## src/rtl/secu_pkg.sv

```systemverilog
// secu_pkg: shared types and elaboration helpers for the sequential keypad lock.
package secu_pkg;

  // Lock controller states.
  typedef enum logic [1:0] {
    IDLE    = 2'd0,
    ENTRY   = 2'd1,
    GRANT   = 2'd2,
    LOCKOUT = 2'd3
  } secu_state_t;

  // Larger of two integers; sizes the shared grant/lockout timer.
  function automatic int max(input int a, input int b);
    return (a > b) ? a : b;
  endfunction

endpackage

```

## src/rtl/secu_timer.sv

```systemverilog
// secu_timer: loadable down-counter shared by the grant window and the lockout.
// last_o flags the final cycle of a window (count == 1).
module secu_timer #(
  parameter int TW = 5
) (
  input  logic          clk,
  input  logic          rst_n,
  input  logic          load_i,
  input  logic [TW-1:0] load_val_i,
  input  logic          en_i,
  output logic          last_o
);

  logic [TW-1:0] count_q;

  // Load takes priority over counting; the count parks at zero when idle.
  always_ff @(posedge clk or negedge rst_n) begin
    if (!rst_n) begin
      count_q <= {TW{1'b0}};
    end else if (load_i) begin
      count_q <= load_val_i;
    end else if (en_i && (count_q != {TW{1'b0}})) begin
      count_q <= count_q - TW'(1);
    end else begin
      count_q <= count_q;
    end
  end

  assign last_o = (count_q == TW'(1));

endmodule

```

## src/rtl/secu_lock.sv

```systemverilog
// secu_lock: sequential keypad lock. Collects CODE_LEN digits, compares them with a
// snapshot of the stored code taken at the first digit, grants go_o for GO_CYCLES
// clocks on a match, and locks out for LOCK_CYCLES clocks after MAX_TRIES failures.
module secu_lock
  import secu_pkg::*;
#(
  parameter int DIGIT_W     = 4,
  parameter int CODE_LEN    = 4,
  parameter int MAX_TRIES   = 3,
  parameter int GO_CYCLES   = 8,
  parameter int LOCK_CYCLES = 16
) (
  input  logic                              clk,
  input  logic                              rst_n,
  input  logic [CODE_LEN*DIGIT_W-1:0]       s_i,
  input  logic [DIGIT_W-1:0]                p_i,
  input  logic                              p_valid_i,
  input  logic                              clr_i,
  output logic                              go_o,
  output logic                              stop_o,
  output logic                              err_o,
  output logic                              locked_o,
  output logic [$clog2(MAX_TRIES+1)-1:0]    fail_cnt_o
);

  localparam int IW = (CODE_LEN > 1) ? $clog2(CODE_LEN) : 1;
  localparam int TW = $clog2(max(GO_CYCLES, LOCK_CYCLES) + 1);
  localparam int FW = $clog2(MAX_TRIES + 1);

  localparam logic [IW-1:0] LAST_IDX  = IW'(CODE_LEN - 1);
  localparam logic [FW-1:0] MAX_FAIL  = FW'(MAX_TRIES);
  localparam logic [TW-1:0] GO_LOAD   = TW'(GO_CYCLES);
  localparam logic [TW-1:0] LOCK_LOAD = TW'(LOCK_CYCLES);

  // Parameter legality, rejected at elaboration.
  if (DIGIT_W < 1) begin : g_bad_digit_w
    $error("secu_lock: DIGIT_W must be at least 1");
  end
  if (CODE_LEN < 1) begin : g_bad_code_len
    $error("secu_lock: CODE_LEN must be at least 1");
  end
  if (MAX_TRIES < 1) begin : g_bad_max_tries
    $error("secu_lock: MAX_TRIES must be at least 1");
  end
  if (GO_CYCLES < 1) begin : g_bad_go_cycles
    $error("secu_lock: GO_CYCLES must be at least 1");
  end
  if (LOCK_CYCLES < 1) begin : g_bad_lock_cycles
    $error("secu_lock: LOCK_CYCLES must be at least 1");
  end

  secu_state_t                    state_q;
  logic [CODE_LEN*DIGIT_W-1:0]    s_q;
  logic [IW-1:0]                  idx_q;
  logic                           mism_q;
  logic [FW-1:0]                  fail_cnt_q;
  logic                           go_q;
  logic                           stop_q;
  logic                           err_q;
  logic                           locked_q;

  logic                           in_idle;
  logic                           in_entry;
  logic [DIGIT_W-1:0]             cur_digit;
  logic                           attempt_mm;
  logic                           final_digit;
  logic                           accept;
  logic                           resolve;
  logic [FW-1:0]                  fail_inc;
  logic                           to_lock;
  logic                           timer_load;
  logic [TW-1:0]                  timer_load_val;
  logic                           timer_en;
  logic                           timer_last;

  // Digit comparison and attempt-resolution decode. The first digit is checked
  // against the live code because the snapshot is only taken on that edge.
  always_comb begin
    in_idle  = (state_q == IDLE);
    in_entry = (state_q == ENTRY);
    if (in_entry) begin
      cur_digit   = s_q[idx_q*DIGIT_W +: DIGIT_W];
      final_digit = (idx_q == LAST_IDX);
    end else begin
      cur_digit   = s_i[DIGIT_W-1:0];
      final_digit = (CODE_LEN == 1);
    end
    attempt_mm     = (p_i != cur_digit) | (in_entry & mism_q);
    accept         = p_valid_i & ~clr_i & (in_idle | in_entry);
    resolve        = accept & final_digit;
    fail_inc       = fail_cnt_q + FW'(1);
    to_lock        = (fail_inc == MAX_FAIL);
    timer_load     = resolve;
    timer_load_val = attempt_mm ? LOCK_LOAD : GO_LOAD;
    timer_en       = (state_q == GRANT) | (state_q == LOCKOUT);
  end

  secu_timer #(
    .TW (TW)
  ) u_timer (
    .clk        (clk),
    .rst_n      (rst_n),
    .load_i     (timer_load),
    .load_val_i (timer_load_val),
    .en_i       (timer_en),
    .last_o     (timer_last)
  );

  // Lock FSM with registered outputs; err is a single-cycle pulse by default-low.
  always_ff @(posedge clk or negedge rst_n) begin
    if (!rst_n) begin
      state_q    <= IDLE;
      s_q        <= {(CODE_LEN*DIGIT_W){1'b0}};
      idx_q      <= {IW{1'b0}};
      mism_q     <= 1'b0;
      fail_cnt_q <= {FW{1'b0}};
      go_q       <= 1'b0;
      stop_q     <= 1'b1;
      err_q      <= 1'b0;
      locked_q   <= 1'b0;
    end else begin
      err_q <= 1'b0;
      case (state_q)
        IDLE, ENTRY: begin
          if (clr_i) begin
            state_q <= IDLE;
            idx_q   <= {IW{1'b0}};
            mism_q  <= 1'b0;
          end else if (p_valid_i) begin
            if (in_idle) begin
              s_q <= s_i;
            end
            mism_q <= attempt_mm;
            if (resolve) begin
              idx_q <= {IW{1'b0}};
              if (!attempt_mm) begin
                state_q    <= GRANT;
                go_q       <= 1'b1;
                stop_q     <= 1'b0;
                fail_cnt_q <= {FW{1'b0}};
              end else begin
                err_q      <= 1'b1;
                fail_cnt_q <= fail_inc;
                if (to_lock) begin
                  state_q  <= LOCKOUT;
                  locked_q <= 1'b1;
                end else begin
                  state_q <= IDLE;
                end
              end
            end else begin
              state_q <= ENTRY;
              idx_q   <= in_idle ? IW'(1) : (idx_q + IW'(1));
            end
          end
        end
        GRANT: begin
          if (clr_i || timer_last) begin
            state_q <= IDLE;
            go_q    <= 1'b0;
            stop_q  <= 1'b1;
          end
        end
        LOCKOUT: begin
          if (timer_last) begin
            state_q    <= IDLE;
            locked_q   <= 1'b0;
            fail_cnt_q <= {FW{1'b0}};
          end
        end
        default: begin
          state_q  <= IDLE;
          go_q     <= 1'b0;
          stop_q   <= 1'b1;
          locked_q <= 1'b0;
        end
      endcase
    end
  end

  assign go_o       = go_q;
  assign stop_o     = stop_q;
  assign err_o      = err_q;
  assign locked_o   = locked_q;
  assign fail_cnt_o = fail_cnt_q;

endmodule
```

## config.mk

```make
export PLATFORM = sky130hd
export DESIGN_NAME = secu_lock
export DESIGN_NICKNAME = d
export VERILOG_FILES = /design/src/rtl/secu_pkg.sv /design/src/rtl/secu_timer.sv /design/src/rtl/secu_lock.sv
export SDC_FILE = /design/constraint.sdc
export NUM_CORES = 1
export LEC_CHECK = 0
export ABC_AREA = 1
export CORE_MARGIN = 4
export CORE_UTILIZATION = 52
export DETAILED_ROUTE_END_ITERATION = 10
export GPL_ROUTABILITY_DRIVEN = 0
export GPL_TIMING_DRIVEN = 0
export PLACE_DENSITY = 0.8
export SKIP_LAST_GASP = 1
export SYNTH_ARGS = -nofsm -noshare
export SYNTH_HDL_FRONTEND = slang
export SYNTH_SLANG_ARGS = --single-unit
```

## constraint.sdc

```tcl
create_clock -name clk -period 1.8 [get_ports clk]
set_input_delay 0.18 -clock clk [delete_from_list [all_inputs] [get_ports clk]]
set_output_delay 0.18 -clock clk [all_outputs]
set_load 0.1 [all_outputs]
```

# After elaboration in Yosys (flattened, before gate mapping)
# Index checks and enable logic that the tools add are counted.
[word_totals] out_inout_bits=6 regBits=32 wordCells=101 in_bits=24
[op_classes] eq_ne=16 n_mux=48 bitwise_logic=8 n_addsub=3 reduce_logical=15 shift=1
[ops] cell="2-bit 2-to-1 mux" count=15
[ops] cell="1-bit 2-to-1 mux" count=24
[ops] cell="16-bit by 5-bit variable part select with 4-bit output" count=1
[ops] cell="5-bit 2-to-1 mux" count=3
[ops] cell="2-bit != test (second input constant)" count=7
[ops] cell="2-bit equality test (second input constant)" count=4
[ops] cell="2-bit nonzero test" count=4
[ops] cell="7-bit AND reduction" count=1
[ops] cell="1-bit case mux with 2 select lines" count=3
[ops] cell="2-bit case mux with 3 select lines" count=1
[ops] cell="6-bit AND reduction" count=1
[ops] cell="5-bit by 1-bit equality test with 1-bit output (second input constant)" count=1
[ops] cell="5-bit AND reduction" count=1
[ops] cell="5-bit nonzero test" count=1
[ops] cell="5-bit by 1-bit subtractor with 5-bit output (second input constant)" count=1
[ops] cell="2-bit by 1-bit adder with 2-bit output (second input constant)" count=2
[ops] cell="1-bit bitwise AND" count=4
[ops] cell="4-bit 2-to-1 mux" count=1
[ops] cell="4-bit != test" count=1
[ops] cell="2-bit case mux with 2 select lines" count=1
[ops] cell="4-bit AND reduction" count=1
[ops] cell="3-bit != test (second input constant)" count=1
[ops] cell="1-bit bitwise OR" count=3
[ops] cell="3-bit AND reduction" count=1
[ops] cell="other kinds (8)" count=8

# Depth between registers and ports, before layout
[logic_depth] depth_word=9 ltp_mapped=14 ltp_nobuf=14

# Modules after synthesis
# From an unflattened synthesis, not the netlist that was laid out.
[unflattened] hier_cells=254 area_unflattened_um2=1836.8
[by_module_without_submodules] mod="secu_lock" seq_area_each_um2=676.9 area_each_um2=1501.4 cells_each=206 n_inst=1
[by_module_without_submodules] mod="secu_timer" seq_area_each_um2=125.1 area_each_um2=335.3 cells_each=48 n_inst=1

# Least setup slack after synthesis
# OpenSTA, ideal clock, no wires.
[synth_timing] path_kind="reg-to-reg" from="reg fail_cnt_q[0], in the netlist fail_cnt_o[0]" to="reg state_q[1]" slack_ns=0.111 path_buffers=0 arrival_time_ns=1.565 path_stages_with_launch=6 setup_time_ns=0.124 synth_period_minus_slack_ns=1.689 required_time_ns=1.676 cell_sequence="dfrtp_1 inv_1 ha_1 inv_1 a21oi_1 or2_1"
[synth_between] elab_chain_cells=8
[synth_rtl] item="from (decl)" line="secu_lock.sv:56" text="logic [FW-1:0] fail_cnt_q;"
[synth_rtl] item="from (signal assigned)" line="secu_lock.sv:116" text="fail_cnt_q <= {FW{1'b0}};"
[synth_rtl] item="from (signal assigned)" line="secu_lock.sv:140" text="fail_cnt_q <= {FW{1'b0}};"
[synth_rtl] item="from (signal assigned)" line="secu_lock.sv:143" text="fail_cnt_q <= fail_inc;"
[synth_rtl] item="2-bit by 1-bit adder with 2-bit output" line="secu_lock.sv:91" text="fail_inc = fail_cnt_q + FW'(1);"
[synth_rtl] item="2-bit equality test" line="secu_lock.sv:92" text="to_lock = (fail_inc == MAX_FAIL);"
[synth_rtl] item="2-bit 2-to-1 mux" line="secu_lock.sv:144" text="if (to_lock) begin"
[synth_rtl] item="2-bit 2-to-1 mux" line="secu_lock.sv:136" text="if (!attempt_mm) begin"
[synth_rtl] item="2-bit 2-to-1 mux" line="secu_lock.sv:134" text="if (resolve) begin"
[synth_rtl] item="2-bit 2-to-1 mux" line="secu_lock.sv:129" text="end else if (p_valid_i) begin"
[synth_rtl] item="2-bit 2-to-1 mux" line="secu_lock.sv:125" text="if (clr_i) begin"
[synth_rtl] item="2-bit case mux with 3 select lines" line="secu_lock.sv:123" text="case (state_q)"
[synth_rtl] item="to (signal assigned)" line="secu_lock.sv:126" text="state_q <= IDLE;"
[synth_rtl] item="to (signal assigned)" line="secu_lock.sv:137" text="state_q <= GRANT;"
[synth_rtl] item="to (signal assigned)" line="secu_lock.sv:145" text="state_q <= LOCKOUT;"
[synth_rtl] item="to (decl)" line="secu_lock.sv:52" text="secu_state_t state_q;"
# Every way passes these cells. The select of a mux whose other input is x is not followed.
# A chain may end at the register's enable or synchronous reset.

# Final worst setup path
[layout_timing] from="reg fail_cnt_q[0], in the netlist fail_cnt_o[0]" to="out fail_cnt_o[0]"
[layout_lines] item="to (decl)" line="secu_lock.sv:23" text="output logic [$clog2(MAX_TRIES+1)-1:0] fail_cnt_o"
# No word-level cell between the ends.

==> impl_metrics.yaml <==
cts:
  cts_tree: "yes"
  root_buffer: "clkbuf_4"
  worstSkewPairLatency_ps: 340
  clk_pin_slew_ps: 100
  htreeDepth: 2
  clock_path_buffers: 2
  clkSinkCount: 32
  cts_made_buffers: 5
global_route:
  grt_start_max_net_pins: 33
  groute.usage.overall_pct: 18.2
  grt_pass1_wl_um: 6150
  overflow: 0
  antenna_found_initial: 0
  grt_pass1_vias: 1433
critical_path:
  critPathSlowestCell: "clkdlybuf4s15_1"
  rr_endpoint: "locked_o$_DFFE_PN0P_"
  cp.depth: 1
  cp_cell_sequence: "clkdlybuf4s15_1"
  r2r-start: "state_q[1]$_DFFE_PN0P_"
  endpoint_kind: "primary output"
  crit_type: "reg -> out"
  worstPathArrival_ps: 1560
  path_buf_inv: 1
  start_kind: "flop"
  cpPeakStageDelay_ps: 830
  cp-endpoint: "fail_cnt_o[0]"
  reg2reg_slack_ps: 90
  cp.required_ps: 1620
  cp_top_family: "buffers and inverters"
  rr_worst_depth: 11
  crit_path_start: "fail_cnt_o[0]$_DFFE_PN0P_"
  cp_max_fo: 4
routing:
  drtAntennaViolNets: 0
  drt_iter0_markers: 91
  vias_per_cell: 5.10
  dr.pass1.iters: 4
  wl_um: 3680
  num_vias: 1602
  wl_per_cell_um: 11.7
  drc: 0
finish:
  design_area_mm2: 0.00222
  nets: 296
  diodes: 0
  fillCellCount: 295
  syn2layout_area_growth_pct: 24.3
  drive_gt1_share_pct: 15.7
power:
  leakagePower_nw: 1.16
  p_comb_share_pct: 19.4
  switching_share_pct: 28.3
  powerDensity_mw_per_mm2: 703
  clockPowerShare_pct: 28.0
  p_sw_mw: 0.443
  p_int_mw: 1.12
  p_seq_share_pct: 52.6
  peakVddDrop_mv: 0.438
sta:
  hold_viol: 0
  grt_setup_unrepaired: "true"
  slew_violations: 0
  setup_viol: 0
  worstMarginPinSlew_ps: 966
  min_period_ps: 1740
  timing.fmax_ghz: 0.575
  post-route-period-util_pct: 96.7
  skew_ps: 5.70
  fin_ws_ps: 59.4
  slew_headroom_pct: 35.8
synthesis:
  yosys_warnings: 0
  synth.distinct_cells: 29
  synth_top_family_by_area: "simple AND/OR/NAND/NOR gates"
  synthSimpleGateAreaFrac_pct: 29.9
  synth.top_cell.area_share_pct: 43.4
  synth_area_leaders: "dfrtp_1 43%, nand2_1 12%, nand3_1 6.7%, inv_1 6.1%, ha_1 3.5%"
  synth_area_leader_cell: "dfrtp_1"
  syn-cell-area_mm2: 0.00179
  synth_seq_cells: 32
  ys_seq_area_share_pct: 44.8
  synth_mux_area_share_pct: 3.15
  synth_nets: 257
  syn_inst: 228
  syn_area_per_cell_um2: 7.85
  synth_xor_area_share_pct: 0.490
  synth_fa_ha_area_share_pct: 3.50
  synth_compound_area_share_pct: 9.23
place:
  place_hpwl_um: 2710
  dp_slack_ps: -69.0
  portBuffers: 29
  postPlaceCellArea_mm2: 0.00213
die:
  dieWidth_um: 66.7
  initial_core_util_pct: 53.6
  row_count: 21
  die_area_mm2: 0.00444
  die_h_um: 66.7
  top_level_ports: 30
  core_area_mm2: 0.00334
hold_path:
  min_path_type: "in -> reg"
flow_run:
  max_cap_violations: 0
outcome:
  status: "complete, no violations"
[logic make-up after synthesis]
| kind of cell | after synthesis |
|---|---|
| simple gates | 114 |
| buf+inv | 41 |
| flops | 32 |
| compound gates | 30 |
| mux | 5 |
| fa+ha+maj | 5 |
| xor+xnor | 1 |
[what timing repair did]
action | in CTS | in global routing
endpoints found under the hold margin | 31 | 0
setup buffers | 0 | 2
endpoints found under the setup margin | 6 | 18
hold buffers | 1 | 0
gates cloned | 0 | 0
gates resized for setup | 6 | 13
[registers in the layout, summed over array words and instances (netlist names)]
| register | count |
|---|---|
| mism_q | 1 |
| idx_q | 2 |
| fail_cnt_o | 2 |
| stop_o | 1 |
| err_o | 1 |
| locked_o | 1 |
| s_q | 16 |
| state_q | 2 |
| u_timer.count_q | 5 |
| go_o | 1 |
[power by group through the flow]
stage / logic (mW) / registers [mW] / clock network, mW
after floorplan: 0.193 / 0.828 / 0
after global placement: 0.292 / 0.832 / 0
after detailed placement: 0.297 / 0.835 / 0
after CTS: 0.299 / 0.821 / 0.448
after global routing: 0.346 / 0.829 / 0.469
final: 0.303 / 0.822 / 0.438
[worst reg2reg max path, delay by kind of cell (launching register included)]
family / cells / cell delay [ps]
DFF: 1 / 380
buffers and inverters: 4 / 560
and+or+nand+nor: 7 / 670
[worst min-delay path by stage]
stage                       start             endpoint  slack (ps)  cells past startpoint
6_report                  s_i[10]  s_q[10]$_DFFE_PN0P_         400                      3
5_1_grt                   s_i[10]  s_q[10]$_DFFE_PN0P_         420                      3
4_1_cts                   s_i[10]  s_q[10]$_DFFE_PN0P_         410                      3
3_5_place_dp                rst_n  s_q[10]$_DFFE_PN0P_         270                      1
3_3_place_gp   stop_o$_DFFE_PN1P_   stop_o$_DFFE_PN1P_         450                      2
2_1_floorplan               rst_n      err_o$_DFF_PN0_        -120                      0
[per-layer routing]
metal	wire length [um]	up-vias	GRT usage (%)	share of wire, %
li1	-	813	-	-
met1	1680	740	23.9	46
met2	1740	42	28.7	47
met3	175	7	3.71	4.8
met4	85	0	8.38	2.3
met5	0	-	0	0
[per-stage QoR]
stage	utilization [%]	setup TNS (ps)	power, mW	std cells	hold WS (ps)
after floorplan	-	0	1.02	228	-116
after global placement	64.0	-3610	1.12	303	450
after detailed placement	63.9	-442	1.13	303	267
after CTS	65.7	-109	1.57	312	405
after global routing	66.7	-84.3	1.64	314	422
final	66.7	0	1.56	314	400
[final cells by class]
| type | instances | area (um2) | share of cell area [%] |
|---|---|---|---|
| buffer | 4 | 25.0 | 1.12 |
| clock buffer | 8 | 58.8 | 2.64 |
| inverter | 37 | 139 | 6.24 |
| multi-input combinational | 155 | 840 | 37.7 |
| sequential | 32 | 803 | 36.1 |
| tap | 46 | 57.6 | 2.59 |
| timing repair buffer | 32 | 302 | 13.6 |
[synthesized netlist by cell type, drive strengths merged]
cell type  number
a21oi          12
a31oi           1
buf             3
clkbuf          1
dfrtp          31
dfstp           1
ha              5
inv            37
mux2            5
nand2          64
nand3          26
nand3b          2
nand4           2
nor2           19
o211ai          1
o21ai          11
o22ai           3
o31a            1
o32ai           1
or2             1
xor2            1
[cell usage in the layout (no fill, tap or decap), drive strengths merged]
cell            n
nand2          64
inv            37
dfrtp          31
nand3          26
clkdlybuf4s50  22
nor2           19
a21oi          12
o21ai          11
clkbuf         10
buf             6
mux2            5
ha              5
o22ai           3
dlygate4sd2     3
nand3b          2
nand4           2
clkdlybuf4s15   2
o31a            1
o32ai           1
or2             1
a31oi           1
xor2            1
o211ai          1
dlygate4sd3     1
dfstp           1
(Power assumes the default switching activity.)
